[src/rtl/semaforo_pkg.sv]
// Shared types, mode/lamp encodings and timer compare helper for the
// multi-approach traffic light controller.
package semaforo_pkg;

  typedef enum logic [2:0] {
    ST_OFF,
    ST_ALLRED,
    ST_GO,
    ST_CAUTION,
    ST_FLASH
  } state_t;

  localparam logic [1:0] MODE_AUTO   = 2'b00;
  localparam logic [1:0] MODE_MANUAL = 2'b01;
  localparam logic [1:0] MODE_FLASH  = 2'b10;

  // Per-approach lamp code, packed as {green, yellow, red}.
  localparam logic [2:0] LAMP_RED    = 3'b001;
  localparam logic [2:0] LAMP_YELLOW = 3'b010;
  localparam logic [2:0] LAMP_GREEN  = 3'b100;
  localparam logic [2:0] LAMP_APAGAR = 3'b000;

  // True when a phase of length `limit` is over: either already reached, or
  // the tick arriving this cycle is the one that brings the count to `limit`.
  function automatic logic tick_reached(input logic [31:0] cnt,
                                        input logic        tick,
                                        input logic [31:0] limit);
    return (cnt >= limit) || (tick && ((cnt + 32'd1) >= limit));
  endfunction

  function automatic logic [2:0] lamp_code(input state_t st,
                                           input logic   is_active,
                                           input logic   blink);
    logic [2:0] code;
    case (st)
      ST_ALLRED:  code = LAMP_RED;
      ST_GO:      code = is_active ? LAMP_GREEN  : LAMP_RED;
      ST_CAUTION: code = is_active ? LAMP_YELLOW : LAMP_RED;
      ST_FLASH:   code = blink     ? LAMP_YELLOW : LAMP_APAGAR;
      default:    code = LAMP_APAGAR;
    endcase
    return code;
  endfunction

endpackage

[src/rtl/semaforo_multi_phase_timer.sv]
// Saturating tick counter with synchronous clear and a "phase over" compare
// against a run-time limit.
module semaforo_phase_timer
  import semaforo_pkg::*;
#(
  parameter int CNT_W = 16
) (
  input  logic             i_clk,
  input  logic             i_rst_n,
  input  logic             i_clear,
  input  logic             i_tick,
  input  logic [CNT_W-1:0] i_limit,
  output logic             o_done
);

  logic [CNT_W-1:0] r_count;

  // NOTE: state registers use non-blocking assignments so every flop samples
  // the pre-edge values of its neighbours, independent of block ordering.
  always_ff @(posedge i_clk or negedge i_rst_n) begin
    if (!i_rst_n) begin
      r_count <= '0;
    end else if (i_clear) begin
      r_count <= '0;
    end else if (i_tick && (r_count != '1)) begin
      r_count <= r_count + CNT_W'(1);
    end
  end

  assign o_done = tick_reached(32'(r_count), i_tick, 32'(i_limit));

endmodule

[src/rtl/semaforo_multi.sv]
// N-approach intersection controller: auto/manual cycling with all-red
// clearance and minimum green, plus flashing-yellow fallback mode.
module semaforo_multi
  import semaforo_pkg::*;
#(
  parameter int N_DIR       = 2,
  parameter int CNT_W       = 16,
  parameter int GREEN_TIME  = 20,
  parameter int MIN_GREEN   = 5,
  parameter int YELLOW_TIME = 3,
  parameter int ALLRED_TIME = 2,
  parameter int BLINK_TIME  = 1
) (
  input  logic             CLK,
  input  logic             RST_N,
  input  logic             EN,
  input  logic             TICK,
  input  logic [1:0]       MODE,
  input  logic             CHANGE,
  output logic [N_DIR-1:0] GREEN,
  output logic [N_DIR-1:0] YELLOW,
  output logic [N_DIR-1:0] RED,
  output logic [2:0]       ACTIVE,
  output logic             ERROR
);

  state_t           r_state;
  logic [2:0]       r_active;
  logic             r_req;
  logic             r_change_d;
  logic             r_blink;
  logic             r_error;
  logic [N_DIR-1:0] r_green;
  logic [N_DIR-1:0] r_yellow;
  logic [N_DIR-1:0] r_red;

  state_t           w_next_state;
  logic [2:0]       w_next_active;
  logic             w_next_blink;
  logic             w_change_edge;
  logic             w_phase_clear;
  logic             w_phase_done;
  logic             w_blink_clear;
  logic             w_blink_done;
  logic [CNT_W-1:0] w_phase_limit;
  logic [N_DIR-1:0] w_green;
  logic [N_DIR-1:0] w_yellow;
  logic [N_DIR-1:0] w_red;

  assign w_change_edge = CHANGE & ~r_change_d;

  // A pending request shortens the GO limit to MIN_GREEN; MIN_GREEN <= GREEN_TIME
  // keeps the auto expiry covered by the same compare.
  // NOTE: every combinational output gets a default before the case so no
  // path leaves it unassigned and no latch is inferred.
  always_comb begin
    w_phase_limit = CNT_W'(GREEN_TIME);
    case (r_state)
      ST_ALLRED:  w_phase_limit = CNT_W'(ALLRED_TIME);
      ST_GO:      w_phase_limit = r_req ? CNT_W'(MIN_GREEN) : CNT_W'(GREEN_TIME);
      ST_CAUTION: w_phase_limit = CNT_W'(YELLOW_TIME);
      default:    w_phase_limit = CNT_W'(GREEN_TIME);
    endcase
  end

  always_comb begin
    w_next_state  = r_state;
    w_next_active = r_active;
    if (!EN) begin
      w_next_state = ST_OFF;
    end else begin
      case (r_state)
        ST_OFF: begin
          w_next_state  = ST_ALLRED;
          w_next_active = 3'd0;
        end
        ST_ALLRED: begin
          if (w_phase_done) w_next_state = MODE[1] ? ST_FLASH : ST_GO;
        end
        ST_GO: begin
          if (w_phase_done && (r_req || (MODE != MODE_MANUAL))) w_next_state = ST_CAUTION;
        end
        ST_CAUTION: begin
          if (w_phase_done) begin
            w_next_state  = ST_ALLRED;
            w_next_active = (r_active == 3'(N_DIR - 1)) ? 3'd0 : r_active + 3'd1;
          end
        end
        ST_FLASH: begin
          if (!MODE[1]) w_next_state = ST_ALLRED;
        end
        default: w_next_state = ST_ALLRED;
      endcase
    end
  end

  assign w_phase_clear = (w_next_state != r_state) || (r_state == ST_OFF);
  assign w_blink_clear = (r_state != ST_FLASH) || w_blink_done;
  assign w_next_blink  = ((w_next_state == ST_FLASH) && (r_state == ST_FLASH))
                         ? (r_blink ^ w_blink_done) : 1'b1;

  always_comb begin
    w_green  = '0;
    w_yellow = '0;
    w_red    = '0;
    for (int i = 0; i < N_DIR; i++) begin
      {w_green[i], w_yellow[i], w_red[i]} =
        lamp_code(w_next_state, (w_next_active == 3'(i)), w_next_blink);
    end
  end

  semaforo_phase_timer #(.CNT_W(CNT_W)) u_phase_timer (
    .i_clk   (CLK),
    .i_rst_n (RST_N),
    .i_clear (w_phase_clear),
    .i_tick  (TICK),
    .i_limit (w_phase_limit),
    .o_done  (w_phase_done)
  );

  semaforo_phase_timer #(.CNT_W(CNT_W)) u_blink_timer (
    .i_clk   (CLK),
    .i_rst_n (RST_N),
    .i_clear (w_blink_clear),
    .i_tick  (TICK),
    .i_limit (CNT_W'(BLINK_TIME)),
    .o_done  (w_blink_done)
  );

  always_ff @(posedge CLK or negedge RST_N) begin
    if (!RST_N) begin
      r_state    <= ST_ALLRED;
      r_active   <= 3'd0;
      r_req      <= 1'b0;
      r_change_d <= 1'b0;
      r_blink    <= 1'b1;
      r_error    <= 1'b0;
      r_green    <= '0;
      r_yellow   <= '0;
      r_red      <= '1;
    end else begin
      r_state    <= w_next_state;
      r_active   <= w_next_active;
      r_change_d <= CHANGE;
      r_blink    <= w_next_blink;
      r_error    <= (MODE == 2'b11);
      r_green    <= w_green;
      r_yellow   <= w_yellow;
      r_red      <= w_red;
      // Requests only count while green is showing and die when it ends.
      r_req      <= ((r_state == ST_GO) && (w_next_state == ST_GO)) ? (r_req | w_change_edge) : 1'b0;
    end
  end

  assign GREEN  = r_green;
  assign YELLOW = r_yellow;
  assign RED    = r_red;
  assign ACTIVE = r_active;
  assign ERROR  = r_error;

  a_single_owner: assert property (@(posedge CLK) disable iff (!RST_N)
    ((r_state != ST_FLASH) && (r_state != ST_OFF)) |-> $onehot0(r_green | r_yellow));

  a_no_green_yellow: assert property (@(posedge CLK) disable iff (!RST_N)
    (r_green & r_yellow) == '0);

  a_go_after_allred: assert property (@(posedge CLK) disable iff (!RST_N)
    ((r_state == ST_GO) && ($past(r_state) != ST_GO)) |-> ($past(r_state) == ST_ALLRED));

endmodule

[config.mk]
export PLATFORM = sky130hd
export DESIGN_NAME = semaforo_multi
export DESIGN_NICKNAME = d
export VERILOG_FILES = /design/src/rtl/semaforo_pkg.sv /design/src/rtl/semaforo_multi_phase_timer.sv /design/src/rtl/semaforo_multi.sv
export SDC_FILE = /design/constraint.sdc
export NUM_CORES = 1
export LEC_CHECK = 0
export ABC_AREA = 1
export BUFFER_PORTS_ARGS = -buffer_cell sky130_fd_sc_hd__buf_2
export CAP_MARGIN = 20
export CELL_PAD_IN_SITES_DETAIL_PLACEMENT = 1
export CELL_PAD_IN_SITES_GLOBAL_PLACEMENT = 1
export CORE_MARGIN = 4
export CORE_UTILIZATION = 41
export DETAILED_ROUTE_END_ITERATION = 6
export GPL_ROUTABILITY_DRIVEN = 0
export PLACE_DENSITY_LB_ADDON = 0.1
export SYNTH_ARGS = -nofsm -noshare
export SYNTH_HDL_FRONTEND = slang
export SYNTH_SLANG_ARGS = --single-unit
[constraint.sdc]
create_clock -name CLK -period 2.87 [get_ports CLK]
set_input_delay 0.574 -clock CLK [delete_from_list [all_inputs] [get_ports CLK]]
set_output_delay 0.574 -clock CLK [all_outputs]
set_load 0.03 [all_outputs]
==> metrics.txt, run 1 <==
VDD IR-drop max approximately 0.00039 V; clock sink count 48; arrival time reported for the critical path endpoint about 3.0 ns; Die Y-Extent roughly 96 um; number of cells produced by synthesis ~420; number of port buffers 16; max-cap violation count 0; final number of setup-violating endpoints 0; P per Cell Area around 920 nW/um^2; Area Growth Syn to Fin 22.1%; Die ar. around 9000 um^2; chip width 96.0 um; FF/Latch Area approximately 1200 um^2; maximum clock frequency ~360 MHz; Synthesis Warnings 0; number of ports placed on the die boundary 17; count of hold buffers inserted by post-cts repair 0; status completed; GR Overflow Total 0; Post-Route WL 8860 um; antenna-violating nets left 0; detailed-placement wirelength estimate approximately 6600 um; Worst Setup Path Type flop to flop; static leakage power 0.00185 uW; reg2reg path depth 18; clock tree from TritonCTS done; most common flop cell mapped by yosys dfrtp_1; number of buffers added by the clock tree synthesis step 5; final number of hold-violating endpoints 0; antenna violations before repair 0; number of global-route vias before repair between 2000 and 3000; Tcrit/Tclk final slightly below 100%; pin count of the biggest net entering global routing 30; vias post-DR 2921; number of register bits inferred by synthesis 48; async set-reset flop share out of synthesis 100%; mean instance size in the synthesized netlist about 7.5 um^2; number of DRC violations after detailed routing 0; global-route wire length before repair between 10000 and 15000 um; setup repair after global routing missed its margin true; CP endpoint kind flop; mean routed wirelength per cell approximately 15 um; number of unique standard cell types used by synthesis 37; cell with the largest stage delay on the worst path dfstp_2; Critical Path Most Common Cell nand2_2; starting density of the core between 40% and 50%; sequential share of the synthesized area a little under two fifths; cell at the root of the clock tree clkbuf_8; Period minus WS final about 2.8 ns; count of flip-flops with a built-in enable after synthesis 0; launch instance of the worst register-to-register path r_state[0]; end-of-flow core utilization 52.4%; share of final-layout standard cells stronger than drive strength 1 between 20 and 30%; core outline area 7410 um^2; Pre-Repair DR Iteration Count 4; type of the worst min-delay path input pin to async pin; setup slack of the most critical reg-to-reg path 0.1 ns; cell row count 31; worst-case clock buffer depth 2; cell area after technology mapping between 3000 and 4000 um^2; endpoint of the worst-slack reg-to-reg timing path u_phase_timer.r_count[13]; via count normalized by instance count 5.06; footprint of the multi-input gates 1940 um^2; DRT iter0 DRCs 98; max-slew violations 0; Post-Route Setup TNS 0 ns; crit start category flop; maximum single-stage delay on the critical path between 0.5 and 0.6 ns; Fillers around 960; clock-pin slew reported for the worst setup and hold paths after clock tree synthesis approximately 0.1 ns; clock skew after layout roughly 0.0067 ns; slew at the pin closest to its max-slew limit between 0.6 and 0.7 ns; worst setup margin roughly 0.099 ns; Net count, final 496; number of diodes 0; GRT Util Overall 19.8%; required time worst endpoint 3.12 ns; Max transition margin roughly 55%; ordered cell list for the critical path inv_4, nor2_4, inv_4, ha_1, a21boi_0, o21ai_1, nand2_1, a31oi_1, buf_4, nand2_4, a21oi_4, nand2_2, nand2_2, nand2_2, nor2_4, nand2_4, buf_12, nor2_2; minimum setup slack after placement -0.0871 ns; insertion delay to the later sink of the worst-skew pair 0.31 ns; Worst Path Max Fanout 7; H-tree level count 2
-- area by class of cell --
cell class	instances	area share, %
multi-input combinational	327	50.0
sequential	48	31.1
timing repair buffer	39	7.77
inverter	56	5.55
tap	99	3.19
clock buffer	5	1.77
clock inverter	3	0.613
-- per-layer routing --
layer	up-vias	wire length, um	global-route usage, %
li1	1461	-	-
met1	1422	4060	26.1
met2	27	4530	33.9
met5	-	0	0
met3	11	160	2.97
met4	0	115	4.74
-- cell usage after synthesis (8+ instances only) --
cell	instances	share of area [%]
o21ai_0	19	3.0
xor2_1	10	2.8
nor4_1	8	1.6
inv_1	56	6.6
nor3_1	8	1.3
nand3_1	36	5.7
nor2_4	12	4.3
ha_1	12	4.7
nand2_1	101	12
dfrtp_1	44	35
nand4_1	12	2.4
nand2_2	10	2.0
nor2_1	45	5.3
a21oi_1	8	1.3
-- worst max-delay path: cells and delay by family (launching register included) --
family | cells | cell delay [ns]
adder cells (fa/ha/maj) | 1 | 0.26
buffers and inverters | 4 | 0.46
AO/OA/AOI/OAI | 4 | 0.61
flip-flops | 1 | 0.57
AND/OR/NAND/NOR | 9 | 0.80
-- power by group --
| group | internal [uW] | switching (uW) | total, uW |
|---|---|---|---|
| registers | 808 | 134 | 942 |
| clock network | 173 | 251 | 424 |
| logic | 892 | 1310 | 2200 |
-- stage by stage --
step                      total power [uW]  hold slack, ns  area (um^2)  instances
after global routing                  3820           0.331         3880        577
after floorplan                       2110           0.278         3220        436
final                                 3570           0.288         3880        577
after global placement                2580           0.514         3520        559
after CTS                             3270           0.321         3700        573
after detailed placement              2630           0.517         3520        559
-- worst max path at each step --
stage | start | endpoint | depth (start not counted)
global route | r_state[0] | u_phase_timer.r_count[13] | 18
CTS | r_state[0] | u_phase_timer.r_count[11] | 23
detailed placement | r_state[0] | u_phase_timer.r_count[9] | 23
global placement | r_state[0] | u_phase_timer.r_count[8] | 23
floorplan | r_state[0] | u_phase_timer.r_count[14] | 18
finish | r_state[0] | u_phase_timer.r_count[13] | 18
-- kinds of logic (layout without fill, tap and decap cells) --
kind of cell,count (synthesis),in the layout,synth area share [%]
other,1,14,0.118
AOI/OAI and AO/OA,40,40,7.29
DFF,48,48,38.0
buffers and inverters,61,103,7.72
muxes,2,2,0.630
adders and majority gates,12,12,4.73
xor gates and xnor gates,14,14,3.86
and+or+nand+nor,245,245,37.7
-- sequential cells by signal, indices dropped and copies added, names as in the netlist --
signal,cells
u_blink_timer.r_count,16
u_phase_timer.r_count,16
ACTIVE,3
r_state,3
GREEN,2
RED,2
YELLOW,2
ERROR,1
r_blink,1
r_change_d,1
r_req,1
-- what timing repair did --
action	CTS	global route
pin swaps	6	17
buffers inserted	5	4
gates cloned	1	0
endpoints found under the setup margin	19	24
hold endpoints to repair	0	0
resized for setup	10	38
-- cells in the final DEF, fill, tap and decap left out, drive strengths merged --
master,count
a21oi,9
o211a,1
a21o,1
mux2i,2
a31oi,3
nand4,12
buf,39
dfrtp,44
clkinvlp,2
nand2,113
and3,1
nor3,9
nor2,61
nand3b,1
o21ai,23
ha,12
or2,1
o2111ai,1
o211ai,1
a21boi,1
dfstp,4
inv,56
conb,14
xnor2,4
xor2,10
nor3b,1
clkinv,1
nand3,38
nor4,8
clkbuf,5
Power figures use the tool's default switching activity.
==> inputs of run 2 (changes only) <==
Settings changed: ABC_AREA 1 to 0, CORE_UTILIZATION 41 to 43.
==> metrics.txt, run 2 <==
P per Cell Area ~420 nW/um^2; number of port buffers 16; Period minus WS final roughly 3.0 ns; type of the worst min-delay path input pin to async pin; clock-pin slew reported for the worst setup and hold paths after clock tree synthesis roughly 0.09 ns; mean instance size in the synthesized netlist between 9 and 10 um^2; antenna violations before repair 0; Die Y-Extent roughly 89 um; H-tree level count 2; VDD IR-drop max just over 0.0002 V; Post-Route Hold Slack 0.195 ns; Area after DPL 3140 um^2; crit start category flop; Net count, final 358; final number of setup-violating endpoints 18; setup repair after global routing missed its margin true; max-cap violation count 0; share of total power in sequential cells approximately 50%; Worst Path Max Fanout 7; sequential share of the synthesized area a little over two fifths; chip width roughly 89 um; mean routed wirelength per cell 17.8 um; required time worst endpoint just over 3 ns; clock share of power a little over a third; DRT iter0 DRCs 83; Worst Setup Path Type flop to flop; GRT Util Overall approximately a fifth; number of ports placed on the die boundary 17; end-of-flow core utilization 53.4%; number of DRC violations after detailed routing 0; Internal Power between 1000 and 1500 uW; most area-hungry cell type in the Yosys netlist dfrtp_1; total net switching power 377 uW; number of register bits inferred by synthesis 48; Die ar. 7990 um^2; number of diodes 0; cell area after technology mapping ~2800 um^2; detailed-placement wirelength estimate 5300 um; Post-Route WL 7420 um; ranking of synthesized cells by area dfrtp_1, ha_1, nor2_1; worst-case clock buffer depth 2; Fillers roughly 750; Area Growth Syn to Fin 19.7%; most frequent cells after synthesis dfrtp_1, nor2_1, nand2_1; vias post-DR ~2300; clock skew after layout about 0.0041 ns; clock sink count 48; worst setup margin -0.148 ns; static leakage power around 0.0015 uW; via count normalized by instance count roughly 5.6; arrival time reported for the critical path endpoint 3.25 ns; share of final-layout standard cells stronger than drive strength 1 25.9%; cell row count 29; Pre-Repair DR Iteration Count 4; core outline area around 6400 um^2; setup slack of the most critical reg-to-reg path -0.15 ns; final number of hold-violating endpoints 0; GR Overflow Total 0; number of unique standard cell types used by synthesis 62; global-route wire length before repair between 10000 and 15000 um; commonest cells after routing, fill and taps aside dfrtp_1, nand2_1, nor2_1; starting density of the core 44.6%; most common library cell in the layout ignoring fill and taps dfrtp_1; pin count of the biggest net entering global routing 31; status complete, but fails checks; fraction of power spent switching nets a little over a quarter; top-area cell type share of the netlist area between 30% and 40%; largest registers in the final layout u_blink_timer.r_count x16, u_phase_timer.r_count x16; final design instance area without fill between 3000 and 4000 um^2; number of global-route vias before repair 2424; count of hold buffers inserted by post-cts repair 0; async set-reset flop share out of synthesis 100%; cell at the root of the clock tree clkbuf_8; maximum clock frequency roughly 330 MHz; most common flop cell mapped by yosys dfrtp_1; count of flip-flops with a built-in enable after synthesis 0; CP endpoint kind flop; number of buffers added by the clock tree synthesis step 5; Synthesis Warnings 0; insertion delay to the later sink of the worst-skew pair about 0.30 ns; violated checks negative setup slack; clock tree from TritonCTS done; total chip power 1440 uW; Tcrit/Tclk final 105%; number of cells produced by synthesis 290; library cell with the highest instance count after synthesis dfrtp_1; minimum setup slack after placement -0.135 ns; max-slew violations 0; antenna-violating nets left 0; fraction of power consumed by combinational cells between 10% and 20%
## run 2: cell types whose count changed after synthesis, moves of 11 or more
cell | before | now
nand2_1 | 101 | 25
o21ai_0 | 19 | 8
nor2_4 | 12 | 0
nor2_1 | 45 | 30
nand3_1 | 36 | 15
inv_1 | 56 | 8
## run 2: worst paths after layout
path | start | endpoint | depth (start not counted)
hold reg to reg | ACTIVE[2] | ACTIVE[2] | 1
min in group CLK | CHANGE | r_change_d | 1
setup / recovery | r_state[0] | RED[0] | 11
hold / removal | RST_N | u_blink_timer.r_count[4] | 1
setup reg to reg | r_state[0] | RED[0] | 11
max in group asynchronous | RST_N | r_state[0] | 2
## run 2: routing by layer
metal / global-route usage, % / up-vias / share of wire (%)
met3: 3.41 / 12 / 1.9
met5: 0 / - / 0
met4: 6.63 / 0 / 1.9
met2: 33.4 / 26 / 50
li1: - / 1124 / -
met1: 24.4 / 1175 / 46
## run 2: worst max-delay path, cell delays in order (launching register included)
cell,delay [ns]
dfstp_2,0.57
nor2_2,0.05
nor2_4,0.14
ha_4,0.22
nand2b_4,0.13
a2111o_1,0.45
a211oi_2,0.30
a41oi_4,0.24
nand2_4,0.16
mux2i_4,0.29
nor2_4,0.07
mux2_4,0.31
## run 2: layout make-up
cell class              count  area [um^2]  share of cell area, %
well taps                  77         96.3                   2.83
multi-input cells         236         1690                   49.7
clock inverters             2         38.8                   1.14
repair buffers             40          260                   7.64
clock buffers               6         82.6                   2.42
flip-flops and latches     48         1210                   35.4
inverters                   8         30.0                  0.881
## run 2: power groups by stage
stage	clock [uW]	sequential (uW)	combinational, uW
5_1_grt	573	720	216
3_5_place_dp	0	728	169
4_1_cts	543	716	176
3_3_place_gp	0	728	165
2_1_floorplan	0	734	95.7
6_report	525	716	197
## run 2: timing repair
action | 4_1_cts | 5_1_grt
setup endpoints to repair | 8 | 21
pin swaps | 6 | 8
buffers inserted | 2 | 3
resized for setup | 8 | 13
## run 2: stage by stage
step	TNS [ns]	std cells
5_1_grt	-3.85	417
3_3_place_gp	0	404
3_5_place_dp	-0.508	404
4_1_cts	-0.0536	414
6_report	-0.901	417
2_1_floorplan	-0.0313	303
## run 2: cells by family (layout without fill, tap and decap cells)
| group | Yosys count | after routing | synth area share (%) |
|---|---|---|---|
| AOI/OAI and AO/OA | 45 | 45 | 12.4 |
| xor gates and xnor gates | 16 | 16 | 4.92 |
| adders and majority gates | 12 | 12 | 5.27 |
| buffers and inverters | 19 | 56 | 3.56 |
| DFF | 48 | 48 | 42.4 |
| muxes | 11 | 11 | 4.44 |
| other | 1 | 14 | 0.132 |
| and+or+nand+nor | 138 | 138 | 26.9 |
==> inputs of run 3 (changes only) <==
Settings changed: CORE_UTILIZATION 43 to 44, SYNTH_HIERARCHICAL set to 1.
==> metrics.txt, run 3 <==
Highest Signal Layer met4; Worst Path Max Fanout 8; Worst Setup Path Type flop to flop; antenna violations before repair 0; GRT Util Overall between 20% and 30%; clock-pin slew reported for the worst setup and hold paths after clock tree synthesis about 0.10 ns; clock skew after layout 0.0105 ns; number of cells produced by synthesis 497; Die ar. approximately 12000 um^2; final design instance area without fill 5930 um^2; Post-Route Hold Slack around 0.32 ns; CP top delay family compound AO/OA/AOI/OAI gates; total net switching power roughly 390 uW; async set-reset flop share out of synthesis 100%; violated checks negative setup slack; final number of hold-violating endpoints 0; number of diodes 0; ranking of synthesized cells by area dfrtp_1, ha_1, xor2_1; maximum clock frequency 302 MHz; Tcrit/Tclk final 115%; pin count of the biggest net entering global routing 32; via count normalized by instance count about 5.6; type of the worst min-delay path input pin to async pin; core outline area roughly 9900 um^2; total chip power around 1500 uW; share of total power in sequential cells between 40% and 50%; wire length on met1 between 5000 and 6000 um; vias post-DR about 4200; most common flop cell mapped by yosys dfrtp_1; Fillers 1132; setup slack of the most critical reg-to-reg path -0.44 ns; Area after DPL between 5000 and 6000 um^2; DRT iter0 DRCs ~140; count of flip-flops with a built-in enable after synthesis 0; worst-case clock buffer depth 2; footprint of the multi-input gates about 3500 um^2; number of global-route vias before repair between 4000 and 5000; largest registers in the final layout u_blink_timer/r_count x16, u_phase_timer/r_count x16; status complete, but fails checks; ordered cell list for the critical path buf_4, and2_2, and2_2, xor2_1, ha_1, a21o_1, a21o_1, a221o_1, o21ai_2, nand3_4, and4b_1, a32oi_2, buf_4, a211oi_4, a22o_1; end-of-flow core utilization approximately three fifths; Max transition margin a little under half; GR Overflow Total 0; Net count, final 694; cell at the root of the clock tree clkbuf_8; clock share of power 42.1%; crit start category flop; number of ports placed on the die boundary 17; VDD IR-drop max approximately 0.00023 V; detailed-placement wirelength estimate slightly below 10000 um; count of hold buffers inserted by post-cts repair 0; Die Y-Extent about 110 um; number of register bits inferred by synthesis 48; P per Cell Area between 200 and 250 nW/um^2; max-cap violation count 0; most common library cell in the layout ignoring fill and taps buf_4; required time worst endpoint just over 3 ns; worst setup margin -0.440 ns; static leakage power 0.00291 uW; maximum single-stage delay on the critical path approximately 0.4 ns; reg2reg path depth 15; number of logic stages on the critical path including buffering 15; commonest cells after routing, fill and taps aside buf_4, ha_1, dfrtp_1; most frequent cells after synthesis ha_1, dfrtp_1, inv_1, nor2_1, a21oi_1; Area Growth Syn to Fin 32.1%; launch instance of the worst register-to-register path u_phase_timer/r_count[0]; top-area cell type share of the netlist area between 20% and 30%; final number of setup-violating endpoints 46; clock sink count 48; starting density of the core between 40% and 50%; max-slew violations 0; sequential share of the synthesized area a little over a quarter; chip width 109 um; slew at the pin closest to its max-slew limit 0.787 ns; most area-hungry cell type in the Yosys netlist dfrtp_1; number of port buffers 16; fraction of power spent switching nets 26.1%; Period minus WS final ~3.3 ns; global-route wire length before repair ~23000 um; setup repair after global routing missed its margin true; critical path buffer and inverter count 2; sum of met2 wire segment lengths after detailed routing between 7000 and 8000 um; number of DRC violations after detailed routing 0; Synthesis Warnings 6; endpoint of the most critical setup path YELLOW[1]; number of unique standard cell types used by synthesis 62; clock tree from TritonCTS done; cell row count 36; Post-Route WL 13900 um; CP endpoint kind flop; arrival time reported for the critical path endpoint 3.52 ns; mean instance size in the synthesized netlist around 9 um^2; minimum setup slack after placement -0.418 ns; met3 wirelength from detailed routing 543 um; cell with the largest stage delay on the worst path dfrtp_1; antenna-violating nets left 0; FF/Latch Area approximately 1200 um^2; Critical path origin u_phase_timer/r_count[0]; Pre-Repair DR Iteration Count 4; mean routed wirelength per cell roughly 18 um; number of buffers added by the clock tree synthesis step 5; Internal Power 1090 uW; cell area after technology mapping approximately 4500 um^2; insertion delay to the later sink of the worst-skew pair 0.31 ns; library cell with the highest instance count after synthesis ha_1; endpoint of the worst-slack reg-to-reg timing path YELLOW[1]; fraction of power consumed by combinational cells a little under an eighth; H-tree level count 2; share of final-layout standard cells stronger than drive strength 1 roughly a third
[run 3: final cells by class]
class	count	area share, %
multi-input combinational	420	58.8
timing repair buffer	105	13.1
tap	133	2.81
clock inverter	3	1.16
clock buffer	5	1.16
sequential	48	20.3
inverter	41	2.64
[run 3: timing repair]
item	in CTS	in global routing
hold endpoints to repair	0	0
gates resized for setup	52	41
cloned	2	0
setup buffers	10	3
pin swaps	42	36
endpoints found under the setup margin	46	46
[run 3: cells by family (layout without fill, tap and decap cells)]
logic type      after synthesis  in the layout  share of synthesized area [%]
buf+inv                      56            154                           5.71
xor+xnor                     51             51                           9.95
compound gates              113            113                           17.6
fa+ha+maj                    66             66                           18.4
other cells                   2             29                          0.167
mux                           2              2                          0.446
flops                        48             48                           26.9
simple gates                159            159                           20.9
[run 3: layer usage]
metal	track usage (%)	up-vias
met5	0	-
met3	3.14	25
li1	-	1999
met1	30.6	2109
met2	42.9	90
met4	5.68	0
[run 3: worst min path at each step]
stage	endpoint	slack, ns	depth (start not counted)
after global placement	ACTIVE[2]	0.53	1
after detailed placement	ACTIVE[2]	0.54	1
after CTS	ACTIVE[1]	0.35	1
after global routing	GREEN[0]	0.35	1
final	ACTIVE[1]	0.32	1
after floorplan	ACTIVE[0]	0.28	0
[run 3: stage by stage]
stage	std cells	TNS, ns
global placement	732	-5.53
finish	755	-10.61
global route	755	-16.82
detailed placement	732	-9.95
floorplan	524	-1.93
CTS	752	-8.62
[run 3: power by group through the flow]
stage / combinational (uW) / clock [uW] / sequential (uW)
4_1_cts: 160 / 622 / 684
3_5_place_dp: 153 / 0 / 697
2_1_floorplan: 86.3 / 0 / 702
3_3_place_gp: 143 / 0 / 696
5_1_grt: 194 / 663 / 684
6_report: 172 / 623 / 684
